`config.mk`:
```
export PLATFORM = sky130hd
export DESIGN_NAME = wave_gen
export DESIGN_NICKNAME = d
export VERILOG_FILES = /design/src/rtl/wave_gen_pkg.sv /design/src/rtl/wave_gen_tick.sv /design/src/rtl/wave_gen.sv
export SDC_FILE = /design/constraint.sdc
export NUM_CORES = 1
export LEC_CHECK = 0
export CORE_MARGIN = 1
export CORE_UTILIZATION = 51
export CTS_CLUSTER_SIZE = 16
export DETAILED_ROUTE_END_ITERATION = 8
export GPL_ROUTABILITY_DRIVEN = 0
export PLACE_DENSITY = 0.86
export REMOVE_ABC_BUFFERS = 1
export SLEW_MARGIN = 40
export SYNTH_ARGS = -nofsm -noshare
export SYNTH_HDL_FRONTEND = slang
export SYNTH_HIERARCHICAL = 1
export SYNTH_SLANG_ARGS = --single-unit
```
`constraint.sdc`:
```
create_clock -name clk -period 2.14 [get_ports clk]
set_input_delay 0.321 -clock clk [delete_from_list [all_inputs] [get_ports clk]]
set_output_delay 0.321 -clock clk [all_outputs]
set_load 0.02 [all_outputs]
```
`src/rtl/wave_gen_pkg.sv`:
```
// Shared types and codes for the wave_gen waveform source.
// Waveform mode encoding plus the command-code decoder.
package wave_gen_pkg;

  localparam logic [1:0] WT_IDLE = 2'd0;
  localparam logic [1:0] WT_SAW  = 2'd1;
  localparam logic [1:0] WT_TRI  = 2'd2;
  localparam logic [1:0] WT_SQR  = 2'd3;

  typedef enum logic [1:0] {
    M_IDLE = WT_IDLE,
    M_SAW  = WT_SAW,
    M_TRI  = WT_TRI,
    M_SQR  = WT_SQR
  } wave_mode_t;

  // Any code outside 1..3, including stray upper bits, selects IDLE
  function automatic wave_mode_t decode_wt(input logic [7:0] wt);
    wave_mode_t m;
    case (wt)
      8'd1:    m = M_SAW;
      8'd2:    m = M_TRI;
      8'd3:    m = M_SQR;
      default: m = M_IDLE;
    endcase
    return m;
  endfunction

endpackage

```
`src/rtl/wave_gen_tick.sv`:
```
// Step prescaler: one-cycle tick every DIV enabled cycles.
// A command clears the count so the new waveform starts aligned.
module wave_gen_tick #(
  parameter int DIV = 1
) (
  input  logic clk_i,
  input  logic rst_i,
  input  logic en_i,
  input  logic clr_i,
  output logic tick_o
);

  localparam int CW = (DIV > 1) ? $clog2(DIV) : 1;
  localparam logic [CW-1:0] LAST = CW'(DIV - 1);

  logic [CW-1:0] cnt_q, cnt_d;

  // Next count: clear on command, wrap at LAST, hold while disabled
  always_comb begin
    cnt_d = cnt_q;
    if (clr_i) begin
      cnt_d = '0;
    end else if (en_i) begin
      cnt_d = (cnt_q == LAST) ? '0 : cnt_q + CW'(1);
    end
  end

  assign tick_o = en_i & ~clr_i & (cnt_q == LAST);

  // Count register
  always_ff @(posedge clk_i or posedge rst_i) begin
    if (rst_i) cnt_q <= '0;
    else       cnt_q <= cnt_d;
  end

endmodule

```
`src/rtl/wave_gen.sv`:
```
// Digital waveform source: sawtooth, triangle or square samples.
// Command latch, phase/direction datapath and output decode.
module wave_gen
  import wave_gen_pkg::*;
#(
  parameter int WIDTH = 8,
  parameter int DIV   = 1
) (
  input  logic             clk,
  input  logic             rst,
  input  logic             en,
  input  logic             cmd_rdy,
  input  logic [7:0]       wave_type,
  output logic [WIDTH-1:0] wave_out
);

  localparam logic [WIDTH-1:0] MAX = '1;
  localparam logic DIR_UP = 1'b0;
  localparam logic DIR_DN = 1'b1;

  wave_mode_t       mode_q, mode_d;
  logic [WIDTH-1:0] phase_q, phase_d;
  logic             dir_q, dir_d;
  logic             tick;

  wave_gen_tick #(.DIV(DIV)) u_tick (
    .clk_i  (clk),
    .rst_i  (rst),
    .en_i   (en),
    .clr_i  (cmd_rdy),
    .tick_o (tick)
  );

  // Next state: a command restarts from phase 0, otherwise step on tick
  always_comb begin
    mode_d  = mode_q;
    phase_d = phase_q;
    dir_d   = dir_q;
    if (cmd_rdy) begin
      mode_d  = decode_wt(wave_type);
      phase_d = '0;
      dir_d   = DIR_UP;
    end else if (tick) begin
      case (mode_q)
        M_SAW, M_SQR: phase_d = phase_q + WIDTH'(1);
        M_TRI: begin
          if (dir_q == DIR_UP) begin
            if (phase_q == MAX) begin
              phase_d = MAX - WIDTH'(1);
              dir_d   = DIR_DN;
            end else begin
              phase_d = phase_q + WIDTH'(1);
            end
          end else begin
            if (phase_q == '0) begin
              phase_d = WIDTH'(1);
              dir_d   = DIR_UP;
            end else begin
              phase_d = phase_q - WIDTH'(1);
            end
          end
        end
        default: ;
      endcase
    end
  end

  // Waveform state registers
  always_ff @(posedge clk or posedge rst) begin
    if (rst) begin
      mode_q  <= M_IDLE;
      phase_q <= '0;
      dir_q   <= DIR_UP;
    end else begin
      mode_q  <= mode_d;
      phase_q <= phase_d;
      dir_q   <= dir_d;
    end
  end

  // Sample decode from registered state only
  always_comb begin
    wave_out = '0;
    case (mode_q)
      M_SAW, M_TRI: wave_out = phase_q;
      M_SQR:        wave_out = phase_q[WIDTH-1] ? MAX : '0;
      default:      wave_out = '0;
    endcase
  end

endmodule

```
==> results.cfg, run 1 <==
[floorplanning]
die-area_um2 = 2270
core-area_um2 = 1960
die_y_um = 47.6
rows = 16
die_w_um = 47.6
start_util_pct = 54.1
io_pins = 20

[synthesis]
synth.area.top_cells = dfrtp_1 (26%), nand2_1 (8.5%), ha_1 (7.1%)
synth_seq_cells = 11
netlist_instances = 145
synth_ff_type = dfrtp_1
yosys.cell_types.count = 40
syn_avg_cell_area_um2 = 7.32
yosysSeqAreaShare_pct = 25.9
yosysTopAreaCell = dfrtp_1
synth_top_area_share_pct = 25.9
yosys_warnings = 6
synth_edf_count = 0
synth_commonest_cells = nand2_1 (24), dfrtp_1 (11), a21oi_1 (10), inv_1 (10), nor2_1 (10)
yosysMostFrequentCell = nand2_1
syn-cell-area_um2 = 1060
postSynth.asyncResetShare_pct = 100

[timing]
tightest_slew_ns = 0.492
grt_setup_unrepaired = no
slew_violations = 0
finalSetupViolations = 0
period_needed_ns = 2.04
period_share_pct = 95.3
fin_skew_ns = 0.00157
finalSetupTns_ns = 0
finalHoldViolCount = 0
max_slew_margin_pct = 67.1
hold_ws_ns = 0.339
timing.fmax_mhz = 490

[cts]
clk_pin_slew_worst_paths_ns = 0.08
cts_hold_buf = 0
cts_max_path_buffers = 2
worstSkewPairLatency_ns = 0.29
cts.htree.levels = 1
clockRootBuffer = clkbuf_4
numCtsBuffers = 3
clock_sink_count = 11
cts_tree = built

[placement]
placed_area_um2 = 1290
portBuffers = 19
dpl.cell_count = 187
hpwl_um = 2090

[setup_path]
path_max_fanout = 8
crit_type = reg2out
rr_startpoint = phase_q[5]$_DFFE_PP0P_
crit_path_start_kind = register
r2r_slack_ns = 0.25
ff2ff_path_depth = 4
r2r_end = phase_q[7]$_DFFE_PP0P_
worstPathRequired_ns = 1.82
cp.arrival_ns = 1.72
worst_setup_path_end_kind = primary output

[layout]
drive_gt1_share_pct = 9.76
finalNonFillerCells = 191
area_delta_synth_final_pct = 23.6
seq_area_um2 = 275
finalInstanceArea_um2 = 1310
fill_cells = 194
final_nets = 183
multi_input_area_um2 = 689
antenna_cells = 0

[detailed_routing]
wl_per_cell_um = 15.9
wl_um = 3030
drcViolationCount = 0
dr.pass1.iters = 4
avgViaCountPerCell = 6.31
ant_nets = 0
num_vias = 1205
drt_iter0_drc = 102

[global_route]
grt_pass1_wl_um = 4570
grt.overflow.total = 0
grtUsageTotal_pct = 29.4
grt_max_degree = 12
grt_pass1_vias = 1011
antenna_found_initial = 0

[hold_path]
min_path_type = in2async

[power_and_ir_drop]
p_leak_nw = 0.529
powerDensity_nw_per_um2 = 314
ir_drop_mv = 0.369

[flow_run]
maxCapViolations = 0

[run_status]
run_status = complete, no violations
[how the worst max path moves through the flow]
stage,startpoint,to,slack [ns],cells after the start
CTS,mode_q[0]$_DFFE_PP0P_,wave_out[5],0.05,5
finish,mode_q[0]$_DFFE_PP0P_,wave_out[5],0.1,5
floorplan,phase_q[0]$_DFFE_PP0P_,phase_q[1]$_DFFE_PP0P_,0.33,6
global route,mode_q[0]$_DFFE_PP0P_,wave_out[2],0.0009,5
global placement,mode_q[0]$_DFFE_PP0P_,wave_out[7],0.15,5
detailed placement,mode_q[0]$_DFFE_PP0P_,wave_out[5],0.08,5
[cells in the final DEF (no fill, tap or decap), types with 4 or more instances in the layout]
cell             instances
inv_1                   10
clkdlybuf4s50_1         11
o21ai_0                  6
dfrtp_1                 11
nand3_1                  5
nor4_1                   6
nand2_1                 24
nor2_1                  10
clkdlybuf4s15_1          4
ha_1                     5
buf_4                    9
a21oi_1                 10
[sequential cells by signal (all words and copies together), names as in the netlist]
signal	cells
dir_q	1
mode_q	2
phase_q	8
[report_power, final]
part,internal (mW),leakage (nW),switching (mW)
Sequential,0.208,0.154,0.000301
Combinational,0.0261,0.361,0.0195
Clock,0.0726,0.0150,0.0851
Total,0.307,0.529,0.105
[timing repair]
action / in CTS / in global routing
hold endpoints to repair: 0 / 0
setup endpoints to repair: 8 / 7
cloned: 0 / 0
setup buffers: 0 / 0
resized for setup: 8 / 8
[cell type report]
cell class,count,area share [%]
tap,27,2.58
inverter,10,2.86
timing repair buffer,28,19.0
clock buffer,4,2.00
multi-input combinational,111,52.6
sequential,11,21.0
[cell families (layout without fill, tap and decap cells)]
group | Yosys count | count (layout) | share of synthesized area, %
AOI/OAI and AO/OA | 38 | 38 | 24.4
adders and majority gates | 6 | 6 | 7.08
xor gates and xnor gates | 1 | 1 | 0.826
buffers and inverters | 23 | 42 | 9.32
DFF | 11 | 11 | 25.9
and+or+nand+nor | 66 | 66 | 32.4
[through the flow]
step / util [%] / power, mW / setup slack, ns
after global placement: 65.8 / 0.256 / 0.151
after detailed placement: 65.8 / 0.257 / 0.0849
after CTS: 66.6 / 0.409 / 0.0488
final: 66.8 / 0.412 / 0.0997
after global routing: 66.8 / 0.423 / 0.000885
after floorplan: - / 0.227 / 0.325
[worst max-delay path, stage by stage, from the launching register on]
cell             delay (ns)
dfrtp_1                0.38
inv_1                  0.09
ha_2                   0.39
nand2_1                0.07
a21oi_1                0.17
clkdlybuf4s15_1        0.33
[per-layer routing]
metal  share of wire [%]  GRT usage [%]
met2                  48           45.2
met3                 9.5           6.42
met4                 1.3           13.9
met1                  41           39.2
met5                   0              0
Note: power is estimated with default switching activity, not from simulation.
==> run 2, diff against run 1 <==
MAX_ROUTING_LAYER = met4   (was unset)
==> run 2 against run 1 <==
Sequential power barely moved. Combinational power barely moved. Wire length fell by 0.56%. Register-to-register slack barely moved. Worst hold slack improved by 0.0053 ns. Via count fell by 0.33%. Setup slack improved by 0.0013 ns. Die area did not move. Largest cell class unchanged.
==> results.cfg, run 2 (synthesis gave the netlist of run 1 again) <==
[floorplanning]
core-area_um2 = 1960
start_util_pct = 54.1
die_w_um = 47.6
io_pins = 20
die-area_um2 = 2270
die_y_um = 47.6
rows = 16

[layout]
seq_area_um2 = 275
top_regs = phase_q (8), mode_q (2), dir_q (1)
drive_gt1_share_pct = 9.76
largest_register_ff_count = 8
finalInstanceArea_um2 = 1310
final_nets = 183
multi_input_area_um2 = 689
antenna_cells = 0
final_cell_mix = nand2_1 (24), dfrtp_1 (11), clkdlybuf4s50_1 (11)
max_flop_register = phase_q
area_delta_synth_final_pct = 23.6
layout_commonest_cell = nand2_1
fill_cells = 194

[cts]
cts_max_path_buffers = 2
clk_pin_slew_worst_paths_ns = 0.08
clockRootBuffer = clkbuf_4
worstSkewPairLatency_ns = 0.28
cts_tree = built
cts.htree.levels = 1
cts_hold_buf = 0
clock_sink_count = 11
cts_resized = 8
numCtsBuffers = 3
post_cts_buffers = 0

[placement]
placed_area_um2 = 1290
hpwl_um = 2090
place_ws_ns = 0.0849
portBuffers = 19

[timing]
period_share_pct = 95.3
hold_ws_ns = 0.345
max_slew_margin_pct = 66.0
finalSetupTns_ns = 0
slew_violations = 0
finalSetupViolations = 0
layout_setup_ws_ns = 0.101
finalHoldViolCount = 0
fin_skew_ns = 0.00154
tightest_slew_ns = 0.509
timing.fmax_mhz = 490
period_needed_ns = 2.04
grt_setup_unrepaired = no

[global_route]
antenna_found_initial = 0
grt_max_degree = 12
grtUsageTotal_pct = 30.3
grt.overflow.total = 0
grt_pass1_vias = 1014
grt_pass1_wl_um = 4570

[power_and_ir_drop]
switchingPower_uw = 102
power.share.sequential_pct = 50.9
p_leak_nw = 0.529
powerDensity_nw_per_um2 = 312
ir_drop_mv = 0.368
p_clk_share_pct = 37.9
intPower_uw = 307
switching_share_pct = 25.0
comb_power_share_pct = 11.2

[setup_path]
crit_type = reg2out
cp.arrival_ns = 1.72
worst_setup_path_end_kind = primary output
crit_path_start_kind = register
path_max_fanout = 8
slowest_delay_ns = 0.39
cp_slowest_cell = ha_2
critPathTopFamily = buffers and inverters
path_buf_inv = 2
worstPathRequired_ns = 1.82
crit_chain = inv_1, ha_2, nand2_1, a21oi_1, clkdlybuf4s15_1

[detailed_routing]
ant_nets = 0
avgViaCountPerCell = 6.29
wl_per_cell_um = 15.8
wl_um = 3010
drcViolationCount = 0
drt_iter0_drc = 102
dr.pass1.iters = 7
num_vias = 1201

[run_status]
run_status = complete, no violations

[flow_run]
maxCapViolations = 0

[hold_path]
min_path_type = in2async
run 2: cell counts in the layout (fill, tap and decap cells not counted):
Identical to the previous run, type by type.
run 2: path summary, 6_finish.rpt:
path                       cells after the start  slack (ns)                    from                endpoint
hold / removal                                 2        0.34                     rst  phase_q[0]$_DFFE_PP0P_
hold reg to reg                                2        0.62   mode_q[1]$_DFFE_PP0P_   mode_q[1]$_DFFE_PP0P_
min in group clk                               3        0.59            wave_type[1]   mode_q[1]$_DFFE_PP0P_
max in group asynchronous                      2        1.47                     rst       dir_q$_DFFE_PP0P_
setup reg to reg                               4        0.26  phase_q[5]$_DFFE_PP0P_  phase_q[7]$_DFFE_PP0P_
setup / recovery                               5        0.10   mode_q[0]$_DFFE_PP0P_             wave_out[5]
run 2: layout make-up:
type | instances | area share (%)
clock buffers | 4 | 2.00
inverters | 10 | 2.86
multi-input cells | 111 | 52.6
flip-flops and latches | 11 | 21.0
well taps | 27 | 2.58
repair buffers | 28 | 19.0
run 2: metal layers:
layer  share of wire [%]  GRT usage [%]  wire [um]
met5                   0              -          0
met2                  48           45.2       1460
met1                  40           39.2       1200
met4                 1.7           13.9         51
met3                 9.9           6.42        299
run 2: worst register-to-register path: cells and delay by family (launching register included):
family / cells / cell delay [ns]
flops: 1 / 0.49
compound gates: 3 / 0.70
simple gates: 1 / 0.57
run 2: power by group through the flow:
stage / logic (mW) / clock network (mW) / registers (mW)
3_3_place_gp: 0.0436 / 0 / 0.212
3_5_place_dp: 0.0445 / 0 / 0.212
5_1_grt: 0.0500 / 0.165 / 0.208
2_1_floorplan: 0.0143 / 0 / 0.213
4_1_cts: 0.0454 / 0.156 / 0.208
6_report: 0.0457 / 0.155 / 0.208
run 2: per-stage QoR:
stage               power (mW)  utilization [%]  cells
floorplan                0.227                -    132
global placement         0.256             65.8    187
detailed placement       0.257             65.8    187
CTS                      0.409             66.6    191
global route             0.423             66.8    191
finish                   0.409             66.8    191
==> run 3, diff against run 2 <==
CORE_MARGIN = 5   (was 1)
==> run 3 against run 2 <==
Clock skew grew 0.0031 ns. Largest cell class unchanged. Register-to-register slack got worse by 0.07 ns. Global-route usage fell by 10 points. Highest routed layer unchanged. Via count decreased by 0.67%. First-iteration DRC count fell by 46%. Worst hold slack got worse by 0.0020 ns. Final cell count grew 0.52%. Cell area increased by 0.95%. Sequential share of layout area decreased by 0.20 points. Critical path depth unchanged. Sequential cell count is the same.
==> results.cfg, run 3 (synthesis gave the netlist of run 1 again) <==
[layout]
fill_cells = 158
antenna_cells = 0
final_cell_mix = nand2_1 (24), dfrtp_1 (11), clkdlybuf4s50_1 (11)
top_regs = phase_q (8), mode_q (2), dir_q (1)
largest_register_ff_count = 8
area_delta_synth_final_pct = 24.8
finalInstanceArea_um2 = 1320
max_flop_register = phase_q
drive_gt1_share_pct = 9.70
layout_commonest_cell = nand2_1
final_nets = 184
finalNonFillerCells = 192

[placement]
place_ws_ns = 0.0873
portBuffers = 19
hpwl_um = 2200
placed_area_um2 = 1300
dpl.cell_count = 188

[global_route]
grt_pass1_vias = 1110
antenna_found_initial = 0
grt.met3_usage_pct = 3.94
grt_use_met1_pct = 24.4
grt-busiest-layer = met2
grtUsageTotal_pct = 20.0
grt_pass1_wl_um = 4910
grt_util_met2_pct = 30.7
grt.overflow.total = 0
grt_max_degree = 12

[setup_path]
worstPathRequired_ns = 1.82
crit_path_start_kind = register
path_max_fanout = 8
cp.arrival_ns = 1.71
worst_setup_path_end_kind = primary output
crit_type = reg2out

[timing]
finalSetupTns_ns = 0
period_share_pct = 94.7
fin_skew_ns = 0.00468
layout_setup_ws_ns = 0.114
finalSetupViolations = 0
max_slew_margin_pct = 66.0
timing.fmax_mhz = 494
grt_setup_unrepaired = no
finalHoldViolCount = 0
tightest_slew_ns = 0.509
slew_violations = 0
period_needed_ns = 2.03

[detailed_routing]
ant_nets = 0
wl_um = 2990
drcViolationCount = 0
dr.pass1.iters = 4
wl_per_cell_um = 15.6
num_vias = 1193
avgViaCountPerCell = 6.21
drt_iter0_drc = 55

[run_status]
run_status = complete, no violations

[cts]
cts_hold_buf = 0
cts_max_path_buffers = 2
cts_tree = built
clock_sink_count = 11
worstSkewPairLatency_ns = 0.28
clk_pin_slew_worst_paths_ns = 0.08
clockRootBuffer = clkbuf_4
numCtsBuffers = 3
cts.htree.levels = 1

[floorplanning]
io_pins = 20
die-area_um2 = 3090
die_w_um = 55.6
start_util_pct = 53.5
core-area_um2 = 1980
rows = 16
die_y_um = 55.6

[power_and_ir_drop]
ir_drop_mv = 0.308
p_leak_nw = 0.535
powerDensity_nw_per_um2 = 310
power_uw = 411

[flow_run]
maxCapViolations = 0

[hold_path]
min_path_type = in2async
-- run 3: changes by cell type in the layout (fill, tap and decap cells not counted), sizes merged --
cell	delta
clkdlybuf4s15	+1
buf	+1
clkbuf	-1
-- run 3: area by class of cell --
type	count	area (um^2)	area share, %
flip-flops and latches	11	275	20.8
multi-input cells	111	689	52.1
clock buffers	4	26.3	1.98
well taps	27	33.8	2.55
inverters	10	37.5	2.84
repair buffers	29	262	19.8
-- run 3: what timing repair did --
action                                  in CTS  in global routing
buffers inserted                             0                  0
gates resized for setup                      8                  6
endpoints found under the setup margin       8                  8
cloned                                       0                  0
-- run 3: worst paths after layout --
check                                       start                endpoint  slack (ns)  cells after the start
max reg2reg                phase_q[1]$_DFFE_PP0P_  phase_q[1]$_DFFE_PP0P_        0.19                      6
max in group asynchronous                     rst  phase_q[6]$_DFFE_PP0P_        1.47                      2
max                         mode_q[0]$_DFFE_PP0P_             wave_out[7]        0.11                      5
min reg2reg                     dir_q$_DFFE_PP0P_       dir_q$_DFFE_PP0P_        0.61                      2
min                                           rst  phase_q[7]$_DFFE_PP0P_        0.34                      2
min in group clk                     wave_type[0]   mode_q[0]$_DFFE_PP0P_        0.59                      3
-- run 3: power breakdown --
part	switching (mW)	internal [mW]
registers	0.000313	0.208
logic	0.0187	0.0260
clock network	0.0853	0.0725
-- run 3: stage by stage --
step	utilization [%]	hold WS, ns
2_1_floorplan	-	0.173
3_3_place_gp	65.5	0.578
3_5_place_dp	65.5	0.595
4_1_cts	66.4	0.366
5_1_grt	66.8	0.361
6_report	66.8	0.343
-- run 3: layer usage --
metal  vias up  routed length, um
met4         0                 38
li1        567                  -
met2        79               1480
met5         -                  0
met1       542               1190
met3         5                281
-- run 3: critical path, stage by stage, from the launching register on --
cell and delay, ns:
dfrtp_1 0.39, inv_1 0.09, ha_2 0.39, nor2_1 0.07
nor3b_1 0.17, clkdlybuf4s15_1 0.32
